===== config.mk =====
export PLATFORM = sky130hd
export DESIGN_NAME = uart_byte_rx
export DESIGN_NICKNAME = d
export VERILOG_FILES = /design/src/rtl/uart_byte_rx.sv
export SDC_FILE = /design/constraint.sdc
export NUM_CORES = 1
export LEC_CHECK = 0
export BUFFER_PORTS_ARGS = -buffer_cell sky130_fd_sc_hd__buf_2
export CORE_MARGIN = 5
export CORE_UTILIZATION = 30
export DETAILED_ROUTE_END_ITERATION = 16
export PLACE_DENSITY_LB_ADDON = 0.25
export SLEW_MARGIN = 5
export SYNTH_ARGS = -nofsm -noshare
export SYNTH_HDL_FRONTEND = slang
export SYNTH_SLANG_ARGS = --single-unit

===== constraint.sdc =====
create_clock -name clk -period 3.9 [get_ports clk]
set_clock_uncertainty 0.1 [all_clocks]
set_input_delay 0.975 -clock clk [delete_from_list [all_inputs] [get_ports clk]]
set_output_delay 0.975 -clock clk [all_outputs]
set_load 0.005 [all_outputs]

===== src/rtl/uart_byte_rx.sv =====
// 8N1 UART byte receiver with 16x oversampling and 3-sample majority vote.
// Define UART_RX_PARITY_EN to add a parity bit (sense set by PARITY_ODD).
module uart_byte_rx #(
  parameter int CLK_FREQ   = 50_000_000,
  parameter bit PARITY_ODD = 1'b0
) (
  input  logic       clk,
  input  logic       rst_n,
  input  logic       i_RXD_Rx,
  input  logic [2:0] i_RXD_Baud,
  output logic [7:0] o_RXD_Dout,
  output logic       o_RXD_Done,
  output logic       o_RXD_FrameErr,
  output logic       o_RXD_ParErr,
  output logic       o_RXD_State
);

  localparam logic [2:0] IDLE   = 3'd0;
  localparam logic [2:0] START  = 3'd1;
  localparam logic [2:0] DATA   = 3'd2;
  localparam logic [2:0] STOP   = 3'd4;
`ifdef UART_RX_PARITY_EN
  localparam logic [2:0] PARITY = 3'd3;
`endif

  localparam logic [15:0] DIV0 = 16'(CLK_FREQ / (9600 * 16) - 1);
  localparam logic [15:0] DIV1 = 16'(CLK_FREQ / (19200 * 16) - 1);
  localparam logic [15:0] DIV2 = 16'(CLK_FREQ / (38400 * 16) - 1);
  localparam logic [15:0] DIV3 = 16'(CLK_FREQ / (57600 * 16) - 1);
  localparam logic [15:0] DIV4 = 16'(CLK_FREQ / (115200 * 16) - 1);

  logic        r_sync1;
  logic        r_sync2;
  logic        r_sync3;
  logic [2:0]  r_state;
  logic [2:0]  r_baud;
  logic [15:0] r_div_cnt;
  logic [3:0]  r_smp_cnt;
  logic [2:0]  r_bit_cnt;
  logic        r_s7;
  logic        r_s8;
  logic [7:0]  r_shift;
  logic [7:0]  r_dout;
  logic        r_done;
  logic        r_ferr;
`ifdef UART_RX_PARITY_EN
  logic        r_par_bad;
  logic        r_perr;
`endif

  logic [15:0] w_div;
  logic        w_fall;
  logic        w_tick;
  logic        w_maj;
  logic        w_at9;
  logic        w_at15;

  always_comb begin
    w_div = DIV0;
    case (r_baud)
      3'd1:    w_div = DIV1;
      3'd2:    w_div = DIV2;
      3'd3:    w_div = DIV3;
      3'd4:    w_div = DIV4;
      default: w_div = DIV0;
    endcase
  end

  assign w_fall = r_sync3 & ~r_sync2;
  assign w_tick = (r_div_cnt == w_div);
  assign w_maj  = (r_s7 & r_s8) | (r_s7 & r_sync2) | (r_s8 & r_sync2);
  assign w_at9  = w_tick && (r_smp_cnt == 4'd9);
  assign w_at15 = w_tick && (r_smp_cnt == 4'd15);

  always_ff @(posedge clk or negedge rst_n) begin
    if (!rst_n) begin
      r_sync1 <= 1'b1;
      r_sync2 <= 1'b1;
      r_sync3 <= 1'b1;
    end else begin
      r_sync1 <= i_RXD_Rx;
      r_sync2 <= r_sync1;
      r_sync3 <= r_sync2;
    end
  end

  always_ff @(posedge clk or negedge rst_n) begin
    if (!rst_n) begin
      r_state   <= IDLE;
      r_baud    <= 3'd0;
      r_div_cnt <= 16'd0;
      r_smp_cnt <= 4'd0;
      r_bit_cnt <= 3'd0;
      r_s7      <= 1'b0;
      r_s8      <= 1'b0;
      r_shift   <= 8'h00;
      r_dout    <= 8'h00;
      r_done    <= 1'b0;
      r_ferr    <= 1'b0;
`ifdef UART_RX_PARITY_EN
      r_par_bad <= 1'b0;
      r_perr    <= 1'b0;
`endif
    end else begin
      r_done <= 1'b0;
      r_ferr <= 1'b0;
`ifdef UART_RX_PARITY_EN
      r_perr <= 1'b0;
`endif
      if (r_state == IDLE) begin
        r_div_cnt <= 16'd0;
        r_smp_cnt <= 4'd0;
        r_bit_cnt <= 3'd0;
        r_s7      <= 1'b0;
        r_s8      <= 1'b0;
`ifdef UART_RX_PARITY_EN
        r_par_bad <= 1'b0;
`endif
        if (w_fall) begin
          r_state <= START;
          r_baud  <= i_RXD_Baud;
        end
      end else begin
        r_div_cnt <= w_tick ? 16'd0 : r_div_cnt + 16'd1;
        if (w_tick) begin
          r_smp_cnt <= r_smp_cnt + 4'd1;
          if (r_smp_cnt == 4'd7) r_s7 <= r_sync2;
          if (r_smp_cnt == 4'd8) r_s8 <= r_sync2;
        end
        case (r_state)
          START: begin
            if (w_at9 && w_maj) r_state <= IDLE;
            else if (w_at15)    r_state <= DATA;
          end
          DATA: begin
            if (w_at9) r_shift <= {w_maj, r_shift[7:1]};
            if (w_at15) begin
              r_bit_cnt <= r_bit_cnt + 3'd1;
`ifdef UART_RX_PARITY_EN
              if (r_bit_cnt == 3'd7) r_state <= PARITY;
`else
              if (r_bit_cnt == 3'd7) r_state <= STOP;
`endif
            end
          end
`ifdef UART_RX_PARITY_EN
          PARITY: begin
            if (w_at9)  r_par_bad <= w_maj ^ (^r_shift) ^ PARITY_ODD;
            if (w_at15) r_state   <= STOP;
          end
`endif
          STOP: begin
            // Leave mid-stop-bit so a following start edge is not missed
            if (w_at9) begin
              if (w_maj) begin
                r_dout <= r_shift;
                r_done <= 1'b1;
              end else begin
                r_ferr <= 1'b1;
              end
`ifdef UART_RX_PARITY_EN
              r_perr <= r_par_bad;
`endif
              r_state <= IDLE;
            end
          end
          default: r_state <= IDLE;
        endcase
      end
    end
  end

  assign o_RXD_Dout     = r_dout;
  assign o_RXD_Done     = r_done;
  assign o_RXD_FrameErr = r_ferr;
  assign o_RXD_State    = (r_state != IDLE);
`ifdef UART_RX_PARITY_EN
  assign o_RXD_ParErr   = r_perr;
`else
  assign o_RXD_ParErr   = 1'b0;
`endif

endmodule


## Word level (Yosys, flattened, before mapping)

Index checks and enable logic that the tools add are counted.

- Bits in registers: 52
- Bits of input ports: 6
- Logic and storage cells: 90

- Add/subtract/negate cells: 3
- Equality and inequality tests: 18
- Multiplexer cells: 30
- Bitwise logic cells: 8
- Reduce and logical (&&, ||, !) cells: 17

Operators by type and width:

| cell | number |
|---|---|
| one-hot mux 9 bit (4 select lines) | 1 |
| two-way mux 16 bit | 2 |
| two-way mux 3 bit | 10 |
| adder 16 x 1 -> 16 bit (second input constant) | 1 |
| == test 16 bit | 1 |
| two-way mux 1 bit | 14 |
| == test 4 bit (second input constant) | 3 |
| nonzero test 2 bit | 5 |
| == test 3 x 2 -> 1 bit (second input constant) | 3 |
| == test 3 bit (second input constant) | 3 |
| inequality test 3 bit (second input constant) | 3 |
| one-hot mux 3 bit (3 select lines) | 1 |
| two-way mux 4 bit | 2 |
| AND reduction 2 bit | 4 |
| == test 3 x 1 -> 1 bit (second input constant) | 2 |
| AND reduction 5 bit | 1 |
| adder 4 x 1 -> 4 bit (second input constant) | 1 |
| AND 1 bit | 4 |
| == test 4 x 3 -> 1 bit (second input constant) | 1 |
| inequality test 4 bit (second input constant) | 1 |
| AND reduction 4 bit | 1 |
| adder 3 x 1 -> 3 bit (second input constant) | 1 |
| logical AND 1 bit | 3 |
| zero test 3 bit | 1 |
| 5 further kinds | 7 |

## Longest topological paths before layout

Gate-level depths: netlist of run 1.

- Word-level depth: 8
- Gate-level depth with buffers: 8

## Worst setup path after synthesis of run 1

No wires, ideal clock.

- Path kind: flip-flop to flip-flop
- Start: register r_div_cnt[9]
- End: register r_shift[0]
- Library setup time: 0.125 ns
- Arrival: 2.569 ns
- Required time: 3.675 ns
- Slack: 1.106 ns
- Stages on the path, launching flop included: 8
- Period minus slack after synthesis: 2.794 ns
- Path through: dfrtp_1 or4_1 nor4_2 o21ai_1 or4_4 or3_1 buf_6 mux2_4

- Cells in the longest elaborated chain, start to end: 3

RTL lines:

| element | RTL line | source |
|---|---|---|
| from (decl) | 37 | `logic [15:0] r_div_cnt;` |
| from (signal assigned) | 124 | `r_div_cnt <= w_tick ? 16'd0 : r_div_cnt + 16'd1;` |
| == test 16 bit | 70 | `assign w_tick = (r_div_cnt == w_div);` |
| logical AND 1 bit | 72 | `assign w_at9 = w_tick && (r_smp_cnt == 4'd9);` |
| AND reduction 3 bit (no source line) | -- |  |
| to (signal assigned) | 136 | `if (w_at9) r_shift <= {w_maj, r_shift[7:1]};` |
| to (decl) | 42 | `logic [7:0] r_shift;` |

No other way between the ends.
A chain may end at the register's enable or synchronous reset.

## Final worst setup path of run 1

- Start: register r_baud[0]
- End: register r_dout[6] (netlist: o_RXD_Dout[6])

- Cells in the longest elaborated chain, start to end: 5
- Elaborated cells on any way between the ends: 8
- Those cells by class: eq/ne: 5; mux: 1; reduce/logical: 2

RTL lines:

| element | RTL line | source |
|---|---|---|
| from (decl) | 36 | `logic [2:0] r_baud;` |
| from (signal assigned) | 121 | `r_baud <= i_RXD_Baud;` |
| == test 3 bit, or another cell as far along | 60 | `case (r_baud)` |
| one-hot mux 9 bit (4 select lines) (*) | 60 |  |
| == test 16 bit (*) | 70 |  |
| logical AND 1 bit (*) | 72 |  |
| AND reduction 4 bit (no source line) (*) | -- |  |
| to (signal assigned) | 156 | `r_dout <= r_shift;` |
| to (decl) | 43 | `logic [7:0] r_dout;` |

Mark *: on every way between the ends. The rest lies on a longest branch, timed or not.

==> flow_summary.json, run 1 <==
{
  "pwr-share-seq_pct": 52.7,
  "wl_per_cell_um": 14.3,
  "worstSetupEndpointType": "flop",
  "post-cts-setup-buffer-count": 0,
  "drv_cap": 0,
  "clock-sinks": 52,
  "grt_max_degree": 38,
  "hold_viol_final": 0,
  "yosysSeqAreaShare_pct": 48.5,
  "antenna_cells": 0,
  "clock.fmax_mhz": 299,
  "ys_ff_latch": 52,
  "dieArea_mm2": 0.0110,
  "path_class": "flop to flop",
  "start_kind": "flop",
  "synth_fa_ha_area_share_pct": 3.16,
  "p_comb_share_pct": 23.1,
  "ys.warnings.count": 0,
  "rsz0062_at_grt": "false",
  "grt_pass1_wl_um": 9320,
  "grt_pass1_vias": 1791,
  "post-route-period-util_pct": 85.7,
  "synth_top_family_by_area": "simple AND/OR/NAND/NOR gates",
  "synth_async_sr_flop_share_pct": 100,
  "synth_fp_nets": 270,
  "regArea_mm2": 0.00131,
  "postCtsHoldBufs": 0,
  "period_minus_slack_ps": 3340,
  "grt-ovfl-total": 0,
  "drc": 0,
  "initial_core_util_pct": 30.9,
  "antenna_found_initial": 0,
  "maxSlewHeadroom_pct": 44.1,
  "synth_cell_types": 50,
  "synth-compound-area-share_pct": 6.46,
  "drive_above_1_share_pct": 20.3,
  "nets": 282,
  "grt_usage_pct": 10.2,
  "syn_inst": 258,
  "p_switching_uw": 466,
  "path_max_fanout": 13,
  "clkSlewWorstSetupHoldPaths_ps": 100,
  "portBuffers": 16,
  "drt_iter0_drc": 68,
  "io_pins": 18,
  "swShare_pct": 35.5,
  "reg2reg_slack_ps": 560,
  "cts_buffer_depth": 2,
  "worst_ep_required_time_ps": 4000,
  "routabilityCongestion": 0.800,
  "min_path_type": "flop to flop",
  "power_mw": 1.31,
  "p_per_area_mw_per_mm2": 445,
  "ir_drop_v": 0.000201,
  "layout_commonest_cell": "dfrtp_1",
  "cts_max_level": 2,
  "ant_nets": 0,
  "vias": 1924,
  "cts_buffers": 5,
  "nFillCells": 879,
  "arrival_ps": 3440,
  "setup_tns_ps": 0,
  "coreArea_mm2": 0.00872,
  "final_cell_mix": "dfrtp_1 (49), nor2_1 (25), nand2_1 (19)",
  "synth.area.mux_share_pct": 9.86,
  "viasPerCell": 5.08,
  "synth.avg_cell_area_um2": 10.4,
  "outcome": "complete, no violations",
  "multi_input_area_mm2": 0.00130,
  "power.internal_uw": 846,
  "die_w_um": 105,
  "synth_edf_count": 0,
  "tightest_slew_ps": 839,
  "firstDrtPassIters": 4,
  "yosys.area_share.simple_pct": 22.8,
  "clkPwrFrac_pct": 24.3,
  "num_rows": 34,
  "cts_tree": "yes",
  "hpwl_um": 3830,
  "root_buffer": "clkbuf_8",
  "netlist_area_mm2": 0.00269,
  "routed_wl_um": 5440,
  "area_delta_synth_final_pct": 9.44,
  "hold_ws_ps": 261,
  "synth-main-ff-cell": "dfrtp_1",
  "cts.repair.resized": 0,
  "clock_latency_ps": 310,
  "slew_viol_final": 0,
  "synth_xor_xnor_area_share_pct": 5.86,
  "leakage_nw": 1.34,
  "die_y_um": 105,
  "setup_violations": 0
}
per-layer routing:
metal / routed length, um / vias up / global-route usage, % / part of all wire, %
li1: - / 932 / - / -
met1: 2870 / 948 / 15.9 / 53
met2: 2320 / 38 / 14.4 / 43
met3: 178 / 6 / 1.97 / 3.3
met4: 65 / 0 / 2.74 / 1.2
met5: 0 / - / 0 / 0
sequential cells by signal, indices dropped and copies added, names as in the netlist:
name	flops
o_RXD_Done	1
o_RXD_Dout	8
o_RXD_FrameErr	1
r_baud	3
r_bit_cnt	3
r_div_cnt	16
r_s7	1
r_s8	1
r_shift	8
r_smp_cnt	4
r_state	3
r_sync1	1
r_sync2	1
r_sync3	1
path summary, 6_finish.rpt:
kind / from / endpoint / depth (start not counted)
worst max-delay path: r_baud[0] / o_RXD_Dout[6] / 6
worst min-delay path: r_sync1 / r_sync2 / 0
worst max register to register: r_baud[0] / o_RXD_Dout[6] / 6
worst min register to register: r_sync1 / r_sync2 / 0
max in group asynchronous: rst_n / r_bit_cnt[2] / 2
min in group asynchronous: rst_n / r_baud[2] / 1
cell usage after synthesis, types with 2 or more instances:
library cell | instances | area share, %
a21o_1 | 2 | 0.56
a21oi_1 | 6 | 1.1
and3_1 | 6 | 1.4
buf_2 | 3 | 0.56
clkbuf_1 | 6 | 0.84
dfrtp_1 | 49 | 46
dfstp_2 | 3 | 2.9
ha_1 | 6 | 2.8
inv_1 | 7 | 0.98
mux2_2 | 12 | 5.0
mux2_4 | 8 | 4.5
nand2_1 | 19 | 2.6
nand3_1 | 16 | 3.0
nand3b_1 | 5 | 1.4
nand4_1 | 4 | 0.93
nor2_1 | 25 | 3.5
nor2b_1 | 4 | 0.93
nor3_1 | 6 | 1.1
nor3b_1 | 5 | 1.4
nor4_1 | 4 | 0.93
o211ai_1 | 2 | 0.56
o21ai_0 | 6 | 1.1
o21ai_1 | 2 | 0.37
o21bai_1 | 2 | 0.56
o31ai_1 | 2 | 0.56
or3_1 | 6 | 1.4
or4_1 | 3 | 0.84
xnor2_1 | 9 | 2.9
xor2_1 | 9 | 2.9
critical path, stage by stage, from the launching register on:
cell and delay, ps:
dfrtp_1 490, or3_1 400, a2111oi_0 370, nor3_1 180, or4_2 850, nor2_2 450, mux2_2 380
power groups by stage:
| stage | sequential, mW | combinational, mW | clock (mW) |
|---|---|---|---|
| after floorplan | 0.628 | 0.295 | 0 |
| after global placement | 0.698 | 0.302 | 0 |
| after detailed placement | 0.700 | 0.304 | 0 |
| after CTS | 0.689 | 0.305 | 0.336 |
| after global routing | 0.703 | 0.344 | 0.356 |
| final | 0.691 | 0.303 | 0.318 |
logic make-up (layout without fill, tap and decap cells):
| family | Yosys count | count (layout) |
|---|---|---|
| muxes | 21 | 21 |
| and+or+nand+nor | 113 | 113 |
| adders and majority gates | 7 | 7 |
| other | 1 | 1 |
| AOI/OAI and AO/OA | 27 | 27 |
| DFF | 52 | 52 |
| xor gates and xnor gates | 18 | 18 |
| buffers and inverters | 19 | 32 |
stage by stage:
| step | worst slack, ps | cells | cell area, um2 | util, % |
|---|---|---|---|---|
| after floorplan | 1110 | 258 | 2690 | - |
| after global placement | 570 | 371 | 2850 | 32.7 |
| after detailed placement | 565 | 371 | 2850 | 32.7 |
| after CTS | 557 | 379 | 2950 | 33.8 |
| after global routing | 427 | 379 | 2950 | 33.8 |
| final | 558 | 379 | 2950 | 33.8 |
area by class of cell:
class	count	share of cell area, %
Multi-Input combinational cell	187	44.1
Clock buffer	5	2.34
Tap cell	108	4.59
Sequential cell	52	44.3
Inverter	7	0.892
Clock inverter	3	0.807
Timing Repair Buffer	17	2.97
Note: power is estimated with default switching activity, not from simulation.
==> run 2, diff against run 1 <==
- CORE_UTILIZATION: 30 -> 54
- clock period: 3.9 -> 2.95 ns (I/O delays scaled with it)
==> run 2 against run 1 <==
Total power grew 42%. Sequential share of layout area shrank 2.1 points. Die area shrank 41%. Critical path depth grew 1. Sequential power grew 24%. Via count grew 3.3%. Clock power grew 33%.
==> flow_summary.json, run 2 (synthesis gave the netlist of run 1 again) <==
{
  "met3_usage_pct": 2.80,
  "met1_usage_pct": 23.1,
  "grt-ovfl-total": 0,
  "clock-sinks": 52,
  "postCtsHoldBufs": 0,
  "nets": 301,
  "io_pins": 18,
  "hpwl_um": 3670,
  "multi_input_area_mm2": 0.00133,
  "drc": 0,
  "clock.fmax_mhz": 342,
  "area_delta_synth_final_pct": 14.8,
  "maxSlewHeadroom_pct": 57.6,
  "gr-usage-met2_pct": 30.0,
  "num_rows": 25,
  "leakage_nw": 1.46,
  "routed_wl_um": 5230,
  "slew_viol_final": 0,
  "tightest_slew_ps": 637,
  "ir_drop_v": 0.000385,
  "regArea_mm2": 0.00131,
  "setup_tns_ps": 0,
  "start_kind": "flop",
  "setup_violations": 0,
  "path_max_fanout": 8,
  "cts_max_level": 2,
  "cts_tree": "yes",
  "clock_latency_ps": 310,
  "cts_buffer_depth": 2,
  "outcome": "complete, no violations",
  "min_path_type": "flop to flop",
  "grt_busiest_layer": "met2",
  "period_minus_slack_ps": 2920,
  "nFillCells": 388,
  "firstDrtPassIters": 4,
  "initial_core_util_pct": 56.2,
  "portBuffers": 16,
  "drive_above_1_share_pct": 26.9,
  "vias": 1987,
  "power_mw": 1.86,
  "antenna_cells": 0,
  "die_y_um": 80.6,
  "wl_per_cell_um": 14.6,
  "ant_nets": 0,
  "die_w_um": 80.6,
  "p_per_area_mw_per_mm2": 603,
  "layout_commonest_cell": "dfrtp_1",
  "path_class": "flop to flop",
  "root_buffer": "clkbuf_8",
  "arrival_ps": 3030,
  "post-route-period-util_pct": 99.0,
  "drv_cap": 0,
  "antenna_found_initial": 0,
  "worstSetupEndpointType": "flop",
  "worst_ep_required_time_ps": 3050,
  "top_register": "r_div_cnt",
  "coreArea_mm2": 0.00479,
  "grt_pass1_vias": 1957,
  "routabilityCongestion": 0.849,
  "viasPerCell": 5.57,
  "clkSlewWorstSetupHoldPaths_ps": 100,
  "grt_max_degree": 53,
  "final_cell_mix": "dfrtp_1 (49), nor2_1 (25), nand2_1 (19)",
  "cts_buffers": 5,
  "hold_viol_final": 0,
  "dieArea_mm2": 0.00650,
  "grt_pass1_wl_um": 9050,
  "largest_reg_flops": 16,
  "grt_usage_pct": 17.6,
  "drt_iter0_drc": 117
}
## run 2: area by class of cell
| class | count | area share, % |
|---|---|---|
| clock buffers | 5 | 2.23 |
| repair buffers | 36 | 8.10 |
| clock inverters | 3 | 0.851 |
| multi-input cells | 187 | 43.0 |
| well taps | 67 | 2.71 |
| flip-flops and latches | 52 | 42.2 |
| inverters | 7 | 0.851 |
## run 2: repair_timing
item | CTS | global route
endpoints found under the hold margin | 0 | 0
gates resized for setup | 0 | 9
buffers inserted | 0 | 2
setup endpoints to repair | 0 | 18
## run 2: per-stage QoR
step                      util, %  instance area (um2)  std cells  setup slack [ps]  hold WS, ps
final                        64.5                 3090        357              29.0          265
after CTS                    63.5                 3040        355              6.26          267
after global routing         64.5                 3090        357             -21.9          278
after floorplan                 -                 2690        258               156          245
after detailed placement     61.5                 2940        347              14.8          252
after global placement       61.5                 2940        347              76.6          248
## run 2: worst paths after layout
path	slack, ps	start	end	cells past startpoint
min in group asynchronous	420	rst_n	r_div_cnt[0]	2
max in group asynchronous	1890	rst_n	r_div_cnt[7]	2
min reg2reg	270	r_sync1	r_sync2	0
min	270	r_sync1	r_sync2	0
max reg2reg	30	r_div_cnt[9]	r_shift[5]	7
max	30	r_div_cnt[9]	r_shift[5]	7
## run 2: power by group
part / leakage, nW / internal [mW] / switching [mW]
logic: 0.711 / 0.267 / 0.317
clock network: 0.0487 / 0.173 / 0.249
registers: 0.699 / 0.774 / 0.0824
## run 2: routing by layer
layer	wire (um)	vias to the layer above
met1	2450	972
li1	-	967
met5	0	-
met2	2540	42
met3	185	6
met4	56	0
## run 2: critical path, cell delays in order, from the launching register on
cell	delay (ps)
dfrtp_1	400
or4_4	560
nor4_4	250
o21ai_2	110
or4_4	550
or3_4	400
buf_6	160
mux2_4	300
==> run 3, diff against run 2 <==
- RECOVER_POWER: default -> 100
==> run 3 against run 2 <==
Worst setup slack about the same. Non-clock buffer count is the same. Critical path depth unchanged. Die area is the same. Critical endpoint unchanged. Hold slack improved by 5.4 ps. Combinational power shrank 1%. Via count down 0.70%. Clock power hardly changed. Total power shrank 0.45%. Global-route usage unchanged. First-iteration DRC count increased by 0.85%. Sequential cell count unchanged.
==> flow_summary.json, run 3 (synthesis gave the netlist of run 1 again) <==
{
  "outcome": "complete, no violations",
  "largest_reg_flops": 16,
  "routed_wl_um": 5210,
  "drv_cap": 0,
  "drc": 0,
  "vias": 1973,
  "reg2regPathDepth": 7,
  "clock-sinks": 52,
  "p_per_area_mw_per_mm2": 606,
  "cts_buffer_depth": 2,
  "design_area_mm2": 0.00306,
  "initial_core_util_pct": 56.2,
  "cp_cell_sequence": "or4_4 > nor4_4 > o21ai_2 > or4_4 > or3_4 > buf_6 > mux2_4",
  "pre_cts_slack_ps": 14.8,
  "clock_latency_ps": 310,
  "grt_usage_pct": 17.6,
  "cts_max_level": 2,
  "start_kind": "flop",
  "reg2reg_slack_ps": 30,
  "num_rows": 25,
  "fin_ws_ps": 29.0,
  "post-route-period-util_pct": 99.0,
  "leakage_nw": 1.40,
  "cpPeakStageDelay_ps": 560,
  "die_w_um": 80.6,
  "slew_viol_final": 0,
  "top_register": "r_div_cnt",
  "viasPerCell": 5.53,
  "ant_nets": 0,
  "root_buffer": "clkbuf_8",
  "fin_cells": 357,
  "antenna_found_initial": 0,
  "drt_iter0_drc": 118,
  "hold_viol_final": 0,
  "hold_path_depth": 0,
  "portBuffers": 16,
  "worstSetupEndpointType": "flop",
  "worst_ep_required_time_ps": 3050,
  "clock.fmax_mhz": 342,
  "dieArea_mm2": 0.00650,
  "layout_commonest_cell": "dfrtp_1",
  "cts_buffers": 5,
  "crit_path_frequent_cell": "or4_4",
  "coreArea_mm2": 0.00479,
  "min_path_type": "flop to flop",
  "setup_violations": 0,
  "setup_tns_ps": 0,
  "postCtsHoldBufs": 0,
  "tightest_slew_ps": 1240,
  "clkSlewWorstSetupHoldPaths_ps": 100,
  "wl_per_cell_um": 14.6,
  "grt-ovfl-total": 0,
  "firstDrtPassIters": 4,
  "die_y_um": 80.6,
  "routabilityCongestion": 0.849,
  "nets": 301,
  "antenna_cells": 0,
  "maxSlewHeadroom_pct": 17.7,
  "area_delta_synth_final_pct": 13.8,
  "drive_above_1_share_pct": 22.1,
  "min_from": "r_sync1",
  "final_cell_mix": "dfrtp_1 (49), nor2_1 (25), nand2_1 (19)",
  "power_mw": 1.86,
  "ir_drop_v": 0.000384,
  "hpwl_um": 3670,
  "hold_ws_ps": 270,
  "grt_pass1_vias": 1957,
  "post-route-util_pct": 64.0,
  "rr_startpoint": "r_div_cnt[9]",
  "grt_max_degree": 53,
  "r2r_end": "r_shift[5]",
  "slowest_stage": "or4_4",
  "arrival_ps": 3030,
  "io_pins": 18,
  "grt_pass1_wl_um": 9050,
  "dp_cells": 347,
  "period_minus_slack_ps": 2920,
  "path_class": "flop to flop",
  "cts_tree": "yes",
  "hold_path_end": "r_sync2",
  "path_max_fanout": 8,
  "place_area_mm2": 0.00294
}
==> run 3: cell types whose count changed in the layout (fill, tap and decap cells not counted), sizes merged <==
| cell | before | now |
|---|---|---|
| buf | 36 | 22 |
| clkbuf | 5 | 19 |
==> run 3: worst max-delay path by stage <==
stage	start	end	slack (ps)	depth (start not counted)
2_1_floorplan	r_div_cnt[9]	r_shift[0]	160	7
3_3_place_gp	r_baud[0]	r_shift[4]	80	7
3_5_place_dp	r_div_cnt[11]	r_shift[5]	10	7
4_1_cts	r_div_cnt[11]	r_shift[5]	6	7
5_1_grt	r_div_cnt[9]	r_shift[7]	-20	7
6_report	r_div_cnt[9]	r_shift[5]	30	7
==> run 3: cell type report <==
cell class / count / area [um2]
Clock inverter: 3 / 26.3
Clock buffer: 5 / 68.8
Inverter: 7 / 26.3
Fill cell: 400 / 1720
Sequential cell: 52 / 1310
Timing Repair Buffer: 36 / 224
Tap cell: 67 / 83.8
Multi-Input combinational cell: 187 / 1330
==> run 3: timing repair <==
item	in CTS	in global routing
buffers inserted	0	2
endpoints found under the setup margin	0	18
gates resized for setup	0	9
==> run 3: where the power goes <==
group	total, mW	internal [mW]	leakage [nW]	switching [mW]
registers	0.856	0.774	0.698	0.0825
logic	0.576	0.260	0.656	0.316
clock network	0.423	0.173	0.0487	0.250
total	1.86	1.21	1.40	0.648
==> run 3: routing by layer <==
metal / part of all wire (%) / GRT usage [%]
met5: 0 / 0
met3: 3.2 / 2.80
met1: 47 / 23.1
met2: 49 / 30.0
met4: 1.4 / 4.56
==> run 3: worst max-delay path, delay by kind of cell (launching register included) <==
family | cells | cell delay [ps]
AOI/OAI and AO/OA | 1 | 110
buffers and inverters | 1 | 160
DFF | 1 | 400
muxes | 1 | 300
and+or+nand+nor | 4 | 1760
